## src/rtl/keypad_scanner_pkg.sv

```systemverilog
// rtl/keypad_scanner_pkg.sv - shared key codes and row-pattern helpers for the keypad scanner
//
// Key codes use the {row[1:0], col[1:0]} encoding emitted by keypad_scanner.
// Layout: row0 = 1 2 3 A, row1 = 4 5 6 B, row2 = 7 8 9 C, row3 = * 0 # D.
// Helpers decode an active-low row pattern with exactly one row pulled low.
package keypad_scanner_pkg;

    localparam logic [3:0] KEY_1    = 4'b0000;
    localparam logic [3:0] KEY_2    = 4'b0001;
    localparam logic [3:0] KEY_3    = 4'b0010;
    localparam logic [3:0] KEY_A    = 4'b0011;
    localparam logic [3:0] KEY_4    = 4'b0100;
    localparam logic [3:0] KEY_5    = 4'b0101;
    localparam logic [3:0] KEY_6    = 4'b0110;
    localparam logic [3:0] KEY_B    = 4'b0111;
    localparam logic [3:0] KEY_7    = 4'b1000;
    localparam logic [3:0] KEY_8    = 4'b1001;
    localparam logic [3:0] KEY_9    = 4'b1010;
    localparam logic [3:0] KEY_C    = 4'b1011;
    localparam logic [3:0] KEY_ASS  = 4'b1100;
    localparam logic [3:0] KEY_0    = 4'b1101;
    localparam logic [3:0] KEY_HASH = 4'b1110;
    localparam logic [3:0] KEY_D    = 4'b1111;

    localparam logic [3:0] ROWS_IDLE = 4'b1111;

    // True when exactly one row is pulled low.
    function automatic logic rows_single_low(input logic [3:0] rows);
        case (rows)
            4'b1110, 4'b1101, 4'b1011, 4'b0111: rows_single_low = 1'b1;
            default:                             rows_single_low = 1'b0;
        endcase
    endfunction

    // Index of the low row; only meaningful when rows_single_low() is true.
    function automatic logic [1:0] rows_low_index(input logic [3:0] rows);
        case (rows)
            4'b1101: rows_low_index = 2'd1;
            4'b1011: rows_low_index = 2'd2;
            4'b0111: rows_low_index = 2'd3;
            default: rows_low_index = 2'd0;
        endcase
    endfunction

endpackage

```

## src/rtl/keypad_scanner_sync_2ff.sv

```systemverilog
// rtl/keypad_scanner_sync_2ff.sv - reusable two-flop synchronizer (module sync_2ff)
//
// Ports:
//   clk       in   system clock
//   reset_in  in   synchronous active-high reset, loads RESET_VAL into both stages
//   d         in   WIDTH  asynchronous input
//   q         out  WIDTH  synchronized output, two clk cycles behind d
module sync_2ff #(
    parameter int               WIDTH     = 4,
    parameter logic [WIDTH-1:0] RESET_VAL = '1
) (
    input  logic             clk,
    input  logic             reset_in,
    input  logic [WIDTH-1:0] d,
    output logic [WIDTH-1:0] q
);

    logic [WIDTH-1:0] meta_d, meta_q;
    logic [WIDTH-1:0] sync_d, sync_q;

    always_comb begin
        meta_d = d;
        sync_d = meta_q;
    end

    always_ff @(posedge clk) begin
        if (reset_in) begin
            meta_q <= RESET_VAL;
            sync_q <= RESET_VAL;
        end else begin
            meta_q <= meta_d;
            sync_q <= sync_d;
        end
    end

    assign q = sync_q;

endmodule

```

## src/rtl/keypad_scanner.sv

```systemverilog
// rtl/keypad_scanner.sv - 4x4 matrix keypad scanner with debounce and one-pulse-per-press encoding
//
// Ports:
//   clk        in   system clock
//   reset_in   in   synchronous active-high reset
//   row_in     in   4  keypad rows, active-low, asynchronous to clk
//   col_out    out  4  column drive, active column low
//   key_code   out  4  {row,col} of the last accepted key, held until the next accept
//   data_ready out  1  one-cycle pulse, key_code valid in the same cycle
//
// Optional macro KEYPAD_REPEAT_EN adds auto-repeat while a key stays held:
// first extra pulse REPEAT_DELAY cycles after the original, then every REPEAT_PERIOD.
module keypad_scanner
    import keypad_scanner_pkg::*;
#(
    parameter int SCAN_DIV        = 1000,
    parameter int DEBOUNCE_CYCLES = 240000,
    parameter int REPEAT_DELAY    = 6000000,
    parameter int REPEAT_PERIOD   = 1200000
) (
    input  logic       clk,
    input  logic       reset_in,
    input  logic [3:0] row_in,
    output logic [3:0] col_out,
    output logic [3:0] key_code,
    output logic       data_ready
);

    localparam int SW = (SCAN_DIV > 1) ? $clog2(SCAN_DIV) : 1;
    localparam int DW = (DEBOUNCE_CYCLES > 1) ? $clog2(DEBOUNCE_CYCLES) : 1;
    localparam logic [SW-1:0] DIV_LAST = SW'(SCAN_DIV - 1);
    localparam logic [DW-1:0] DB_LAST  = DW'(DEBOUNCE_CYCLES - 1);

    if (SCAN_DIV < 4 || DEBOUNCE_CYCLES < 2 || REPEAT_DELAY < 1 || REPEAT_PERIOD < 1) begin : g_bad_params
        $error("keypad_scanner: illegal parameter set");
    end

    typedef enum logic [1:0] {
        ST_SCAN,
        ST_DEBOUNCE,
        ST_HELD,
        ST_RELEASE
    } state_e;

    logic [3:0] rs;

    sync_2ff #(.WIDTH(4), .RESET_VAL(4'b1111)) u_row_sync (
        .clk      (clk),
        .reset_in (reset_in),
        .d        (row_in),
        .q        (rs)
    );

    state_e        state_d, state_q;
    logic [1:0]    col_idx_d, col_idx_q;
    logic [SW-1:0] div_d, div_q;
    logic [DW-1:0] cnt_d, cnt_q;
    logic [1:0]    cand_row_d, cand_row_q;
    logic [3:0]    col_out_d, col_out_q;
    logic [3:0]    key_code_d, key_code_q;
    logic          data_ready_d, data_ready_q;
    logic [3:0]    cand_rows;

`ifdef KEYPAD_REPEAT_EN
    localparam int REP_MAX = (REPEAT_DELAY > REPEAT_PERIOD) ? REPEAT_DELAY : REPEAT_PERIOD;
    localparam int RW      = (REP_MAX > 1) ? $clog2(REP_MAX) : 1;
    localparam logic [RW-1:0] REP_FIRST_LAST = RW'(REPEAT_DELAY - 1);
    localparam logic [RW-1:0] REP_NEXT_LAST  = RW'(REPEAT_PERIOD - 1);

    // Counts cycles since the last pulse while in HELD; frozen in RELEASE so
    // release bounce does not restart the repeat cadence.
    logic [RW-1:0] rep_cnt_d, rep_cnt_q;
    logic          rep_first_d, rep_first_q;
`endif

    // Row pattern the candidate key must keep producing on the held column.
    assign cand_rows = ~(4'b0001 << cand_row_q);

    always_comb begin
        state_d      = state_q;
        col_idx_d    = col_idx_q;
        div_d        = div_q;
        cnt_d        = cnt_q;
        cand_row_d   = cand_row_q;
        key_code_d   = key_code_q;
        data_ready_d = 1'b0;
`ifdef KEYPAD_REPEAT_EN
        rep_cnt_d    = rep_cnt_q;
        rep_first_d  = rep_first_q;
`endif
        case (state_q)
            ST_SCAN: begin
                // Rows are sampled only on the last divider count so they
                // have settled after the column change.
                if (div_q == DIV_LAST) begin
                    div_d = '0;
                    if (rows_single_low(rs)) begin
                        cand_row_d = rows_low_index(rs);
                        cnt_d      = '0;
                        state_d    = ST_DEBOUNCE;
                    end else begin
                        col_idx_d = col_idx_q + 2'd1;
                    end
                end else begin
                    div_d = div_q + 1'b1;
                end
            end
            ST_DEBOUNCE: begin
                if (rs == cand_rows) begin
                    if (cnt_q == DB_LAST) begin
                        key_code_d   = {cand_row_q, col_idx_q};
                        data_ready_d = 1'b1;
                        cnt_d        = '0;
                        state_d      = ST_HELD;
                    end else begin
                        cnt_d = cnt_q + 1'b1;
                    end
                end else begin
                    cnt_d   = '0;
                    div_d   = '0;
                    state_d = ST_SCAN;
                end
            end
            ST_HELD: begin
                if (rs == ROWS_IDLE) begin
                    cnt_d   = '0;
                    state_d = ST_RELEASE;
                end
`ifdef KEYPAD_REPEAT_EN
                else if (rep_cnt_q == (rep_first_q ? REP_FIRST_LAST : REP_NEXT_LAST)) begin
                    data_ready_d = 1'b1;
                    rep_cnt_d    = '0;
                    rep_first_d  = 1'b0;
                end else begin
                    rep_cnt_d = rep_cnt_q + 1'b1;
                end
`endif
            end
            ST_RELEASE: begin
                if (rs == ROWS_IDLE) begin
                    if (cnt_q == DB_LAST) begin
                        cnt_d     = '0;
                        div_d     = '0;
                        col_idx_d = col_idx_q + 2'd1;
                        state_d   = ST_SCAN;
`ifdef KEYPAD_REPEAT_EN
                        rep_cnt_d   = '0;
                        rep_first_d = 1'b1;
`endif
                    end else begin
                        cnt_d = cnt_q + 1'b1;
                    end
                end else begin
                    cnt_d   = '0;
                    state_d = ST_HELD;
                end
            end
            default: state_d = ST_SCAN;
        endcase
        col_out_d = ~(4'b0001 << col_idx_d);
    end

    always_ff @(posedge clk) begin
        if (reset_in) begin
            state_q      <= ST_SCAN;
            col_idx_q    <= '0;
            div_q        <= '0;
            cnt_q        <= '0;
            cand_row_q   <= '0;
            col_out_q    <= 4'b1110;
            key_code_q   <= '0;
            data_ready_q <= 1'b0;
`ifdef KEYPAD_REPEAT_EN
            rep_cnt_q    <= '0;
            rep_first_q  <= 1'b1;
`endif
        end else begin
            state_q      <= state_d;
            col_idx_q    <= col_idx_d;
            div_q        <= div_d;
            cnt_q        <= cnt_d;
            cand_row_q   <= cand_row_d;
            col_out_q    <= col_out_d;
            key_code_q   <= key_code_d;
            data_ready_q <= data_ready_d;
`ifdef KEYPAD_REPEAT_EN
            rep_cnt_q    <= rep_cnt_d;
            rep_first_q  <= rep_first_d;
`endif
        end
    end

    assign col_out    = col_out_q;
    assign key_code   = key_code_q;
    assign data_ready = data_ready_q;

endmodule

```

## config.mk

```make
export PLATFORM = sky130hd
export DESIGN_NAME = keypad_scanner
export DESIGN_NICKNAME = d
export VERILOG_FILES = /design/src/rtl/keypad_scanner_pkg.sv /design/src/rtl/keypad_scanner_sync_2ff.sv /design/src/rtl/keypad_scanner.sv
export SDC_FILE = /design/constraint.sdc
export NUM_CORES = 1
export LEC_CHECK = 0
export BUFFER_PORTS_ARGS = -buffer_cell sky130_fd_sc_hd__buf_2
export CAP_MARGIN = 25
export CORE_MARGIN = 1
export CORE_UTILIZATION = 45
export CTS_CLUSTER_SIZE = 40
export DETAILED_ROUTE_END_ITERATION = 16
export HOLD_SLACK_MARGIN = 0.05
export PLACE_DENSITY = 0.63
export RECOVER_POWER = 25
export SYNTH_ARGS = -nofsm -noshare
export SYNTH_HDL_FRONTEND = slang
export SYNTH_HIERARCHICAL = 1
export SYNTH_SLANG_ARGS = --single-unit
```

## constraint.sdc

```tcl
create_clock -name clk -period 2.3 [get_ports clk]
set_input_delay 0.115 -clock clk [delete_from_list [all_inputs] [get_ports clk]]
set_output_delay 0.115 -clock clk [all_outputs]
set_load 0.03 [all_outputs]
```

== Word-level counts from Yosys, hierarchy flattened ==
Cells that the tools add are included.
Operators by class
  shift-type cells: 2
  muxes and demuxes: 30
  add/sub/neg operators: 3
  reduce and logical (&&, ||, !) cells: 9
  eq/ne operators: 19
  bitwise gates (word level): 4
Operators with widths (count)
  18-bit two-way mux: 6
  18-bit case mux with 4 select lines: 1
  10-bit two-way mux: 4
  10-bit case mux with 3 select lines: 1
  2-bit two-way mux: 11
  18-bit by 1-bit adder with 18-bit output (second input constant): 1
  18-bit equality test (second input constant): 1
  4-bit equality test (second input constant): 4
  2-bit inequality test (second input constant): 6
  10-bit by 1-bit adder with 10-bit output (second input constant): 1
  10-bit equality test (second input constant): 1
  3-bit AND reduction: 3
  4-bit NOT: 2
  2-bit case mux with 4 select lines: 1
  1-bit by 2-bit left shift with 4-bit output (first input constant): 2
  3-bit inequality test (second input constant): 2
  2-bit case mux with 3 select lines: 1
  5-bit AND reduction: 1
  2-bit equality test (second input constant): 2
  4-bit by 3-bit equality test with 1-bit output (second input constant): 1
  4-bit equality test: 1
  1-bit two-way mux: 4
  2-bit case mux with 2 select lines: 1
  4-bit AND reduction: 1
  other kinds (7): 8
Word-level totals
  word-level logic and storage cells: 77
  input bits: 6
  output and inout port bits: 9
  flip-flop bits (word level): 51

== Logic depth before layout (Yosys ltp) ==
  depth after elaboration: 10
  mapped depth: 8
  gate-level depth less buffers: 7

== Hierarchy ==
The synthesis kept the hierarchy.
Modules (own cells, without submodules)
  keypad_scanner: area each 2419.8 um2, cells each 281, times used 1, seq. area each 860.8 um2
  sync_2ff: area each 210.2 um2, cells each 16, times used 1, seq. area each 160.2 um2

== Least setup slack after synthesis ==
Ideal clock, no wire load.
  kind: reg-to-reg
  start: register cnt_q[0]
  end: register col_out_q[2], in the netlist col_out[2]
  cell stages (with the launch flop): 8
  data arrival time: 1.891 ns
  setup slack: 0.295 ns
  data required time: 2.186 ns
  period minus slack after synthesis: 2.005 ns
  buffers on the path: 0
  setup time: 0.114 ns
  cells stage by stage: dfxtp_1 ha_1 nand4b_1 nand3b_1 or4_4 a21oi_4 nand3_1 a21o_1
On the way
  word-level cells in the longest chain between the ends: 6
Ends and longest elaborated chain
  start, declared: RTL line keypad_scanner.sv:57  | logic [DW-1:0] cnt_d, cnt_q;
  start signal, assigned: RTL line keypad_scanner.sv:181  | cnt_q <= cnt_d;
  18-bit equality test: RTL line keypad_scanner.sv:141  | if (cnt_q == DB_LAST) begin
  2-bit two-way mux: RTL line keypad_scanner.sv:141
  2-bit two-way mux: RTL line keypad_scanner.sv:140  | if (rs == ROWS_IDLE) begin
  2-bit case mux with 2 select lines: RTL line keypad_scanner.sv:91  | case (state_q)
  1-bit by 2-bit left shift with 4-bit output: RTL line keypad_scanner.sv:160  | col_out_d = ~(4'b0001 << col_idx_d);
  4-bit NOT: RTL line keypad_scanner.sv:160
  end signal, assigned: RTL line keypad_scanner.sv:183  | col_out_q <= col_out_d;
  end, declared: RTL line keypad_scanner.sv:59  | logic [3:0] col_out_d, col_out_q;
Every way passes these cells.
A chain may end at the register's enable or synchronous reset.

== Final worst setup path ==
  start: register cnt_q[1]
  end: register col_out_q[2], in the netlist col_out[2]
Same word-level chain as after synthesis.

==> metrics.md <==
| Metric | Value |
|---|---|
| Status | complete, no violations |
| Required @ worst endpoint | approximately 2.5 ns |
| # DRC | 0 |
| Layout cells sized above 1 | 0.1526 |
| Worst hold path type | in -> reg |
| Total GRT Usage | 0.1850 |
| F_max | about 470 MHz |
| Worst-path maximum fanout | 5 |
| Top FF cell, synth | dfxtp_1 |
| WL per Instance | between 10 and 15 µm |
| Placer Congestion | roughly 0.77 |
| Final HPWL DP | roughly 3600 µm |
| CTS Buf Count | 5 |
| Avg Inst Size Synth | between 8 and 9 µm² |
| Max-slew headroom | 0.6085 |
| Worst slew pin tran | slightly below 0.6 ns |
| IR drop worst, VDD | around 380 µV |
| Initial core utilization | 0.4718 |
| Wire length of the first global-routing pass | between 9000 and 10,000 µm |
| Initial antenna violation count | 0 |
| Tot Pwr | approximately 0.0016 W |
| Synth warn | 6 |
| DR pass1 iterations | 4 |
| Final period util | 0.9309 |
| Hold depth | 2 |
| Worst Hold Launch | reset_in |
| Fill count | 526 |
| Via/cell ratio | 5.618 |
| IO buf count | 14 |
| WL final | between 5000 and 6000 µm |
| Critical R2R Capture | col_out[2]$_SDFF_PP1_ |
| Vias in the first global route | slightly above 2,000 |
| Min Tclk post-route | roughly 2.1 ns |
| Row cnt | 27 |
| Clock Skew | roughly 0.009 ns |
| Syn Inst Count | ~300 |
| CTS tree | done |
| Clock transition at path regs | approximately 0.09 ns |
| Final setup violation count | 0 |
| TNS Setup | 0 ns |
| Final hold vios | 0 |
| Nets | between 300 and 400 |
| Core ar. | 5574 µm² |
| Critical Path Source | cnt_q[1]$_SDFFE_PP0P_ |
| R2R cell count | 7 |
| Reg area | between 1000 and 1500 µm² |
| Register area share after synthesis | 0.3882 |
| Post-CTS Setup Bufs | 0 |
| Max Root-Sink Buffers | 2 |
| Yosys reg bits | between 50 and 60 |
| Clk root buf | clkbuf_8 |
| Die H | around 78 µm |
| Worst R2R Setup Slack | 0.16 ns |
| ANT nets after route | 0 |
| Crit path launch type | flip-flop |
| EDFF count, synth | 0 |
| Num ports | 15 |
| Syn Std Cell Area | around 2600 µm² |
| Die area | 6154 µm² |
| Setup crit end kind | flip-flop |
| Grt ovf | 0 |
| Number of antenna diodes | 0 |
| Multi-input logic area | ~1500 µm² |
| Layout area overhead | 13.13% |
| Worst Path Class, Setup | reg -> reg |
| Arr. time, crit path | ~2.3 ns |
| RSZ-0062 raised after global routing | no |
| Asr flop ratio synth | 0 |
| Total number of vias | between 2,000 and 2,500 |
| Max Cap Viol | 0 |
| Die W | approximately 80 µm |
| Most frequent cells in the layout | dfxtp_1 (50), nand2_1 (28), nor2_1 (27) |
| Max Transition Viols Final | 0 |
| PD cells | about 540 nW/µm² |
| Largest net degree at the start of global routing | 34 |
| Hold Path End | div_q[0]$_SDFFE_PP0P_ |
| Most common cell after layout, fill and taps aside | dfxtp_1 |
| Worst-Skew Late Latency | about 0.30 ns |
| P_leak | 1.065 nW |
| Yosys cell types | between 60 and 70 |
| Worst reg2reg startpoint | cnt_q[1]$_SDFFE_PP0P_ |
| Syn Nets | just over 300 |
| Detailed Route Iter0 Violations | a little under 100 |
| H-tree Lvls | 2 |
| CTS Sinks | 51 |
-- critical path, stage by stage, from the launching register on --
cell      delay (ns)
dfxtp_1         0.37
ha_1            0.20
nand4b_1        0.15
nand3b_1        0.25
or4_4           0.56
a21oi_4         0.21
nand3_1         0.10
a21o_1          0.19
-- layer usage --
layer / up-vias / GRT usage / wire length (µm) / part of all wire
li1: 1125 / - / - / -
met4: 0 / 0.04074 / 27 / 0.0051
met5: - / 0 / 0 / 0
met1: 1043 / 0.2299 / 2562 / 0.49
met2: 36 / 0.3281 / 2555 / 0.48
met3: 4 / 0.03605 / 137 / 0.026
-- final cells by class --
cell class	count	area share
multi-input combinational	228	0.5177
clock buffer	6	0.02775
tap	72	0.03028
clock inverter	2	0.01177
sequential	51	0.3436
inverter	8	0.01009
timing repair buffer	26	0.05887
-- repair_timing --
action                                 4_1_cts  5_1_grt
setup endpoints to repair                    0        3
hold buffers                                 4        0
resized for setup                            0        3
endpoints found under the hold margin        4        0
-- logic make-up after synthesis --
kind of cell	synth area share
flip-flops	0.3882
adder cells (fa/ha/maj)	0.03330
buffers and inverters	0.03330
multiplexers	0.008087
XOR/XNOR	0.05662
AND/OR/NAND/NOR	0.3111
AO/OA/AOI/OAI	0.1694
-- worst max-delay path by stage --
stage                                        end  slack [ns]  cells past startpoint
final                      col_out[2]$_SDFF_PP1_        0.16                      7
after global routing      cnt_q[11]$_SDFFE_PP0P_       0.005                      8
after CTS                  col_out[2]$_SDFF_PP1_         0.1                      7
after detailed placement   col_out[2]$_SDFF_PP1_        0.11                      7
after global placement     col_out[2]$_SDFF_PP1_        0.20                      7
after floorplan            col_out[2]$_SDFF_PP1_        0.29                      7
-- state kept, by name, indices dropped and copies added (netlist names) --
| register | cells |
|---|---|
| cand_row_q | 2 |
| cnt_q | 18 |
| col_idx_q | 2 |
| col_out | 4 |
| data_ready | 1 |
| div_q | 10 |
| key_code | 4 |
| state_q | 2 |
| u_row_sync/meta_q | 4 |
| u_row_sync/q | 4 |
-- per-stage QoR --
step	utilization	hold slack (ns)	std cells	worst slack [ns]	instance area (µm²)
final	0.5338	0.2976	393	0.1590	2975
after global routing	0.5338	0.3256	393	0.005286	2975
after CTS	0.5315	0.3052	392	0.09644	2963
after detailed placement	0.5033	0.2969	380	0.1125	2805
after global placement	0.5033	0.2924	380	0.1960	2805
after floorplan	-	0.2121	297	0.2948	2630
-- Yosys cell counts (all sizes together), types with 2 or more instances --
| master | instances | area share |
|---|---|---|
| dfxtp | 51 | 0.39 |
| nand2 | 28 | 0.040 |
| nor2 | 27 | 0.039 |
| a21oi | 19 | 0.046 |
| xnor2 | 15 | 0.050 |
| nand3 | 14 | 0.029 |
| nor3 | 14 | 0.032 |
| o21ai | 10 | 0.020 |
| nor4 | 9 | 0.026 |
| inv | 8 | 0.011 |
| or2 | 8 | 0.019 |
| buf | 7 | 0.016 |
| ha | 7 | 0.033 |
| nand2b | 7 | 0.017 |
| a311oi | 6 | 0.020 |
| nand3b | 6 | 0.017 |
| and3 | 5 | 0.012 |
| a211oi | 4 | 0.013 |
| clkbuf | 4 | 0.0062 |
| nand4 | 4 | 0.014 |
| nand4b | 4 | 0.013 |
| or3 | 4 | 0.0095 |
| nor2b | 3 | 0.0071 |
| a21o | 2 | 0.0057 |
| a31oi | 2 | 0.0048 |
| a41oi | 2 | 0.0067 |
| and4b | 2 | 0.0076 |
| nor3b | 2 | 0.0057 |
| o21a | 2 | 0.0057 |
| o311a | 2 | 0.0081 |
| or4 | 2 | 0.0071 |
| xor2 | 2 | 0.0067 |
-- report_power, final --
group	switching [W]	internal, W	total (W)	leakage (nW)
combinational	0.0000353	0.0000320	0.0000673	0.590
sequential	0.00000986	0.000893	0.000903	0.414
clock	0.000286	0.000352	0.000638	0.0612
Power figures use the tool's default switching activity.
